## config.mk

```make
export PLATFORM = sky130hd
export DESIGN_NAME = vga_sync_gen_flat
export DESIGN_NICKNAME = d
export VERILOG_FILES = /design/src/rtl/vga_pkg.sv /design/src/rtl/vga_sync_gen_if.sv /design/src/rtl/vga_sync_gen.sv /design/src/flat_wrapper.sv
export SDC_FILE = /design/constraint.sdc
export NUM_CORES = 1
export LEC_CHECK = 0
export ABC_AREA = 1
export BUFFER_PORTS_ARGS = -buffer_cell sky130_fd_sc_hd__buf_4
export CORE_ASPECT_RATIO = 0.7
export CORE_UTILIZATION = 30
export DETAILED_ROUTE_END_ITERATION = 8
export MAX_ROUTING_LAYER = met4
export SETUP_SLACK_MARGIN = 0.2
export SYNTH_ARGS = -nofsm -noshare
export SYNTH_HDL_FRONTEND = slang
export SYNTH_SLANG_ARGS = --single-unit
```

## constraint.sdc

```tcl
create_clock -name clk -period 2.6 [get_ports clk]
set_clock_uncertainty 0.05 [all_clocks]
set_input_delay 0.26 -clock clk [delete_from_list [all_inputs] [get_ports clk]]
set_output_delay 0.26 -clock clk [all_outputs]
set_load 0.03 [all_outputs]
```

## src/rtl/vga_pkg.sv

```systemverilog
// Shared 640x480@60 raster constants and colour types for the VGA path
// (sync generator, renderer, clock divider).
package vga_pkg;

    localparam int H_VIS = 640;
    localparam int H_FP  = 16;
    localparam int H_SP  = 96;
    localparam int H_BP  = 48;
    localparam int V_VIS = 480;
    localparam int V_FP  = 10;
    localparam int V_SP  = 2;
    localparam int V_BP  = 33;

    localparam int H_TOT = H_VIS + H_FP + H_SP + H_BP;
    localparam int V_TOT = V_VIS + V_FP + V_SP + V_BP;

    localparam int HS_START = H_VIS + H_FP;
    localparam int HS_END   = HS_START + H_SP;
    localparam int VS_START = V_VIS + V_FP;
    localparam int VS_END   = VS_START + V_SP;

    localparam logic SYNC_POL = 1'b0;

    // Counters are 10 bits wide, so every total must stay at or below 1023.
    localparam int CNT_W = 10;
    typedef logic [CNT_W-1:0] cnt_t;

    typedef logic [11:0] rgb_t;
    localparam rgb_t RGB_BLANK = 12'h000;

    typedef struct packed {
        logic hsync;
        logic vsync;
        rgb_t rgb;
    } out_stage_t;

    function automatic logic in_window(input cnt_t c, input cnt_t lo, input cnt_t hi);
        return (c >= lo) && (c < hi);
    endfunction

endpackage

```

## src/rtl/vga_sync_gen_if.sv

```systemverilog
// Raster bus between the sync generator and the renderer: strobe and coordinate
// out to the renderer, colour back in, syncs and colour on to the DAC.
interface vga_sync_gen_if;
    import vga_pkg::*;

    logic pix_en;
    cnt_t pix_x;
    cnt_t pix_y;
    logic de;
    rgb_t rgb_in;
    logic hsync;
    logic vsync;
    rgb_t rgb_out;
    logic frame_tick;

    modport master (
        input  pix_en,
        input  rgb_in,
        output pix_x,
        output pix_y,
        output de,
        output hsync,
        output vsync,
        output rgb_out,
        output frame_tick
    );

    modport slave (
        output pix_en,
        output rgb_in,
        input  pix_x,
        input  pix_y,
        input  de,
        input  hsync,
        input  vsync,
        input  rgb_out,
        input  frame_tick
    );

endinterface

```

## src/rtl/vga_sync_gen.sv

```systemverilog
// VGA raster timing: stage 0 holds the h/v counters and data-enable, stage 1
// registers syncs and colour one pixel later so they reach the pins aligned.
module vga_sync_gen #(
    parameter int   H_VIS    = vga_pkg::H_VIS,
    parameter int   H_FP     = vga_pkg::H_FP,
    parameter int   H_SP     = vga_pkg::H_SP,
    parameter int   H_BP     = vga_pkg::H_BP,
    parameter int   V_VIS    = vga_pkg::V_VIS,
    parameter int   V_FP     = vga_pkg::V_FP,
    parameter int   V_SP     = vga_pkg::V_SP,
    parameter int   V_BP     = vga_pkg::V_BP,
    parameter logic SYNC_POL = vga_pkg::SYNC_POL
) (
    input  logic             clk,
    input  logic             clr_n,
    vga_sync_gen_if.master   vif
);
    import vga_pkg::*;

    localparam int LINE_TOT    = H_VIS + H_FP + H_SP + H_BP;
    localparam int FRAME_LINES = V_VIS + V_FP + V_SP + V_BP;

    localparam cnt_t H_LAST  = cnt_t'(LINE_TOT - 1);
    localparam cnt_t V_LAST  = cnt_t'(FRAME_LINES - 1);
    localparam cnt_t H_VIS_C = cnt_t'(H_VIS);
    localparam cnt_t V_VIS_C = cnt_t'(V_VIS);
    localparam cnt_t HS_LO   = cnt_t'(H_VIS + H_FP);
    localparam cnt_t HS_HI   = cnt_t'(H_VIS + H_FP + H_SP);
    localparam cnt_t VS_LO   = cnt_t'(V_VIS + V_FP);
    localparam cnt_t VS_HI   = cnt_t'(V_VIS + V_FP + V_SP);

    localparam out_stage_t OUT_RST = '{hsync: ~SYNC_POL, vsync: ~SYNC_POL, rgb: RGB_BLANK};

    cnt_t       h_cnt_q, h_cnt_d;
    cnt_t       v_cnt_q, v_cnt_d;
    logic       de_q, de_d;
    out_stage_t out_q, out_d;
    logic       frame_tick_q, frame_tick_d;

    // Counters rest on the last position so the first strobe lands on (0,0).
    always_ff @(posedge clk or negedge clr_n) begin
        if (!clr_n) begin
            h_cnt_q      <= H_LAST;
            v_cnt_q      <= V_LAST;
            de_q         <= 1'b0;
            out_q        <= OUT_RST;
            frame_tick_q <= 1'b0;
        end else begin
            h_cnt_q      <= h_cnt_d;
            v_cnt_q      <= v_cnt_d;
            de_q         <= de_d;
            out_q        <= out_d;
            frame_tick_q <= frame_tick_d;
        end
    end

    always_comb begin
        h_cnt_d      = h_cnt_q;
        v_cnt_d      = v_cnt_q;
        de_d         = de_q;
        out_d        = out_q;
        frame_tick_d = 1'b0;

        if (vif.pix_en) begin
            if (h_cnt_q == H_LAST) begin
                h_cnt_d = '0;
                v_cnt_d = (v_cnt_q == V_LAST) ? '0 : v_cnt_q + cnt_t'(1);
            end else begin
                h_cnt_d = h_cnt_q + cnt_t'(1);
            end

            de_d = (h_cnt_d < H_VIS_C) && (v_cnt_d < V_VIS_C);

            // Stage 1 looks at the pre-update coordinate, one pixel behind stage 0.
            out_d.hsync = in_window(h_cnt_q, HS_LO, HS_HI) ? SYNC_POL : ~SYNC_POL;
            out_d.vsync = in_window(v_cnt_q, VS_LO, VS_HI) ? SYNC_POL : ~SYNC_POL;
            out_d.rgb   = de_q ? vif.rgb_in : RGB_BLANK;

            frame_tick_d = (h_cnt_d == '0) && (v_cnt_d == '0);
        end
    end

    assign vif.pix_x      = h_cnt_q;
    assign vif.pix_y      = v_cnt_q;
    assign vif.de         = de_q;
    assign vif.hsync      = out_q.hsync;
    assign vif.vsync      = out_q.vsync;
    assign vif.rgb_out    = out_q.rgb;
    assign vif.frame_tick = frame_tick_q;

endmodule

```

## src/flat_wrapper.sv

```systemverilog
// flat-port wrapper written by rule: the top's interface ports become plain ports
module vga_sync_gen_flat import vga_pkg::*;
#(
    parameter int   H_VIS    = vga_pkg::H_VIS,
    parameter int   H_FP     = vga_pkg::H_FP,
    parameter int   H_SP     = vga_pkg::H_SP,
    parameter int   H_BP     = vga_pkg::H_BP,
    parameter int   V_VIS    = vga_pkg::V_VIS,
    parameter int   V_FP     = vga_pkg::V_FP,
    parameter int   V_SP     = vga_pkg::V_SP,
    parameter int   V_BP     = vga_pkg::V_BP,
    parameter logic SYNC_POL = vga_pkg::SYNC_POL
)
  (clk, clr_n, vif_pix_en, vif_rgb_in, vif_pix_x, vif_pix_y, vif_de, vif_hsync, vif_vsync, vif_rgb_out, vif_frame_tick);
  vga_sync_gen_if vif_i ();
  input  logic clk;
  input  logic clr_n;
  input wire logic [$bits(vif_i.pix_en)-1:0] vif_pix_en;
  input wire logic [$bits(vif_i.rgb_in)-1:0] vif_rgb_in;
  output wire logic [$bits(vif_i.pix_x)-1:0] vif_pix_x;
  output wire logic [$bits(vif_i.pix_y)-1:0] vif_pix_y;
  output wire logic [$bits(vif_i.de)-1:0] vif_de;
  output wire logic [$bits(vif_i.hsync)-1:0] vif_hsync;
  output wire logic [$bits(vif_i.vsync)-1:0] vif_vsync;
  output wire logic [$bits(vif_i.rgb_out)-1:0] vif_rgb_out;
  output wire logic [$bits(vif_i.frame_tick)-1:0] vif_frame_tick;
  assign vif_i.pix_en = vif_pix_en;
  assign vif_i.rgb_in = vif_rgb_in;
  assign vif_pix_x = vif_i.pix_x;
  assign vif_pix_y = vif_i.pix_y;
  assign vif_de = vif_i.de;
  assign vif_hsync = vif_i.hsync;
  assign vif_vsync = vif_i.vsync;
  assign vif_rgb_out = vif_i.rgb_out;
  assign vif_frame_tick = vif_i.frame_tick;
  vga_sync_gen #(.H_VIS(H_VIS), .H_FP(H_FP), .H_SP(H_SP), .H_BP(H_BP), .V_VIS(V_VIS), .V_FP(V_FP), .V_SP(V_SP), .V_BP(V_BP), .SYNC_POL(SYNC_POL)) u_core (.clk(clk), .clr_n(clr_n), .vif(vif_i));
endmodule
```

==> summary.txt <==
Global route
  – Vias in the first global route: 1882
  – Largest net degree at the start of global routing: 37
  – First-pass GRT wire length: 9.549 mm
  – Total GRT Usage: 16.14%
  – Grt ovf: 0
  – Initial antenna violation count: 0

Synth
  – Yosys reg bits: 36
  – Number of synthesized flops with an enable pin: 0
  – Share of the synthesized area in the top cell type: 26.97%
  – Asr flop ratio synth: 100.0%
  – Syn Area/Cell: 7.375 um^2
  – Syn nets: 322
  – Post-synthesis sequential area ratio: 41.12%
  – Synth unique cells: 32
  – Top FF cell, synth: dfrtp_1
  – Synth warnings: 0
  – Ranking of synthesized cells by area: dfrtp_1, nand2_1, dfstp_2
  – Post-synthesis cell area: 2227 um^2
  – Cell taking the most area after synthesis: dfrtp_1
  – Cells after Synth: 302

Detailed routing
  – First-pass DRT Iterations: 4
  – Final WL: 5.696 mm
  – Drt wl/cell: 12.77 um
  – Vias: 2115
  – Antenna Violating Nets Remaining: 0
  – Via density: 4.742
  – DRC: 0
  – Starting DRT DRC Count: 113

Placement
  – Placed cells: 437
  – Detail Placement HPWL: 4.227 mm
  – GP Congestion: 0.8678
  – Buffers added on ports: 50

Timing
  – Post-layout minimum cycle time: 2.115 ns
  – Aggregate negative setup slack: 0 ns
  – Final Max Slew Viols: 0
  – Final hold violation count: 0
  – Worst-Margin Slew: 0.4700 ns
  – RSZ-0062 raised after global routing: false
  – FMAX: 0.4727 GHz
  – Slew margin rel.: 68.67%
  – Final Setup Violations: 0
  – Period utilization: 81.36%

CTS
  – Root buffer cell: clkbuf_8
  – TritonCTS clock tree: yes
  – TritonCTS Buffers: 5
  – Clock transition at the registers of the reported paths: 0.08 ns
  – H-tree depth: 2
  – Max Root-Sink Buffers: 2
  – Clk_lat worst skew: 0.29 ns
  – TritonCTS Sinks: 36

Layout
  – Seq. cell area: 915.9 um^2
  – Fillcell total: 757
  – Layout area overhead: 26.24%
  – Layout cells sized above 1: 28.41%
  – Diodes inserted: 0
  – Area taken by multi-input logic gates: 1119 um^2
  – Fin util: 40.30%
  – Layout Cells excl Fill: 446
  – Final net count: 371

Run status
  – Status: completed

Worst setup path
  – Data required, critical path: 2.74 ns
  – CP Max Fanout: 7
  – Setup Crit Path Kind: reg -> reg
  – Endpoint type of the worst setup path: flip-flop
  – CP arrival: 2.26 ns
  – Setup crit start kind: flip-flop

Die
  – Ports: 51
  – Core footprint: 6975 um^2
  – Die ar.: 7777 um^2
  – Die Ht: 74.09 um
  – Die span in x: 105.0 um
  – Row count: 25
  – Initial Util: 31.93%

Power
  – Static leakage: 1.437 nW
  – Max VDD drop: 272.8 uV
  – PD cells: 748.9 nW/um^2

Min path
  – Hold Crit Class: in -> reg

Flow run
  – Max cap viols: 0
==> Yosys cell counts, types with 2 or more instances <==
| cell type | number |
|---|---|
| buf_2 | 3 |
| nand3_2 | 4 |
| nand3b_1 | 2 |
| nor2_1 | 19 |
| ha_1 | 5 |
| nand2_2 | 6 |
| clkbuf_1 | 7 |
| xor2_1 | 4 |
| o21ai_1 | 3 |
| nand3_1 | 34 |
| nor2_2 | 6 |
| dfrtp_1 | 24 |
| nor3_1 | 3 |
| o21ai_0 | 23 |
| dfstp_2 | 12 |
| nor4_1 | 2 |
| nand4_4 | 2 |
| nand4_1 | 5 |
| nand2_1 | 90 |
| inv_1 | 32 |
| inv_2 | 5 |
==> final cells by class <==
type                       count  area share (%)
sequential                    36           32.58
clock inverter                 3           1.513
inverter                      39           5.251
multi-input combinational    216           39.79
clock buffer                   5           2.448
tap                           94           4.183
timing repair buffer          53           14.24
==> metrics by stage <==
stage | total power (W) | hold slack [ns] | worst slack, ns | cell area (um^2)
2_1_floorplan | 0.001340 | -0.08559 | 0.6495 | 2227
3_3_place_gp | 0.001617 | 0.2053 | 0.5368 | 2690
3_5_place_dp | 0.001617 | 0.2050 | 0.5115 | 2690
4_1_cts | 0.002126 | 0.1335 | 0.4957 | 2811
5_1_grt | 0.002248 | 0.1368 | 0.3051 | 2811
6_report | 0.002105 | 0.1356 | 0.4847 | 2811
==> timing repair <==
item,CTS,global route
buffers inserted,0,0
endpoints found under the hold margin,24,0
hold buffers,1,0
gates resized for setup,0,0
==> power by group <==
group / internal (W) / total, W / switching, W
registers: 0.000685 / 0.000875 / 0.000190
logic: 0.000262 / 0.000732 / 0.000470
clock network: 0.000284 / 0.000498 / 0.000215
==> final timing paths <==
path | start | endpoint | slack [ns] | depth (start not counted)
worst min register to register | u_core.vif.rgb_out[4] | u_core.vif.rgb_out[4] | 0.43 | 2
max in group asynchronous | clr_n | u_core.vif.hsync | 1.73 | 2
worst max-delay path | u_core.vif.pix_x[0] | u_core.vif.de | 0.48 | 10
worst max register to register | u_core.vif.pix_x[0] | u_core.vif.de | 0.48 | 10
worst min-delay path | vif_rgb_in[1] | u_core.vif.rgb_out[1] | 0.14 | 3
min in group asynchronous | clr_n | u_core.vif.pix_y[7] | 0.42 | 2
==> state kept, by name, summed over array words and instances, names as in the netlist <==
register / count
u_core.vif.de: 1
u_core.vif.vsync: 1
u_core.vif.pix_x: 10
u_core.vif.hsync: 1
u_core.vif.frame_tick: 1
u_core.vif.pix_y: 10
u_core.vif.rgb_out: 12
==> cell families after synthesis <==
logic type | count (synthesis) | share of synthesized area [%]
flip-flops | 36 | 41.12
XOR/XNOR | 5 | 1.966
buffers and inverters | 50 | 8.651
AND/OR/NAND/NOR | 177 | 38.60
adder cells (fa/ha/maj) | 5 | 2.809
AO/OA/AOI/OAI | 29 | 6.854
==> per-layer routing <==
layer	vias up	global-route usage [%]	wire, um
met2	65	20.97	2205
li1	1060	-	-
met5	-	-	0
met1	985	24.66	3090
met3	5	3.593	362
met4	0	3.756	38
==> layout by cell type, fill, tap and decap left out, drive strengths merged <==
cell type / count
clkinvlp: 1
nand4: 7
a31oi: 1
dlygate4sd3: 1
inv: 37
o21ai: 26
clkinv: 3
dfstp: 12
and2: 1
nor3: 3
ha: 5
nand2: 96
nand3: 38
nand2b: 1
nor4: 2
clkbuf: 5
xnor2: 1
o32ai: 1
dfrtp: 24
xor2: 4
o21a: 1
buf: 52
nor2: 27
nand3b: 2
bufinv: 1
==> worst max-delay path: stages (launching register included) <==
cell and delay (ns):
dfstp_2 0.59, ha_1 0.32, nand3_2 0.14, inv_2 0.13
nand4_4 0.14, clkinv_2 0.13, nand3_1 0.08, o21ai_1 0.15
nand4_1 0.13, nand2_1 0.09, nand2_1 0.05
Power figures use the tool's default switching activity.
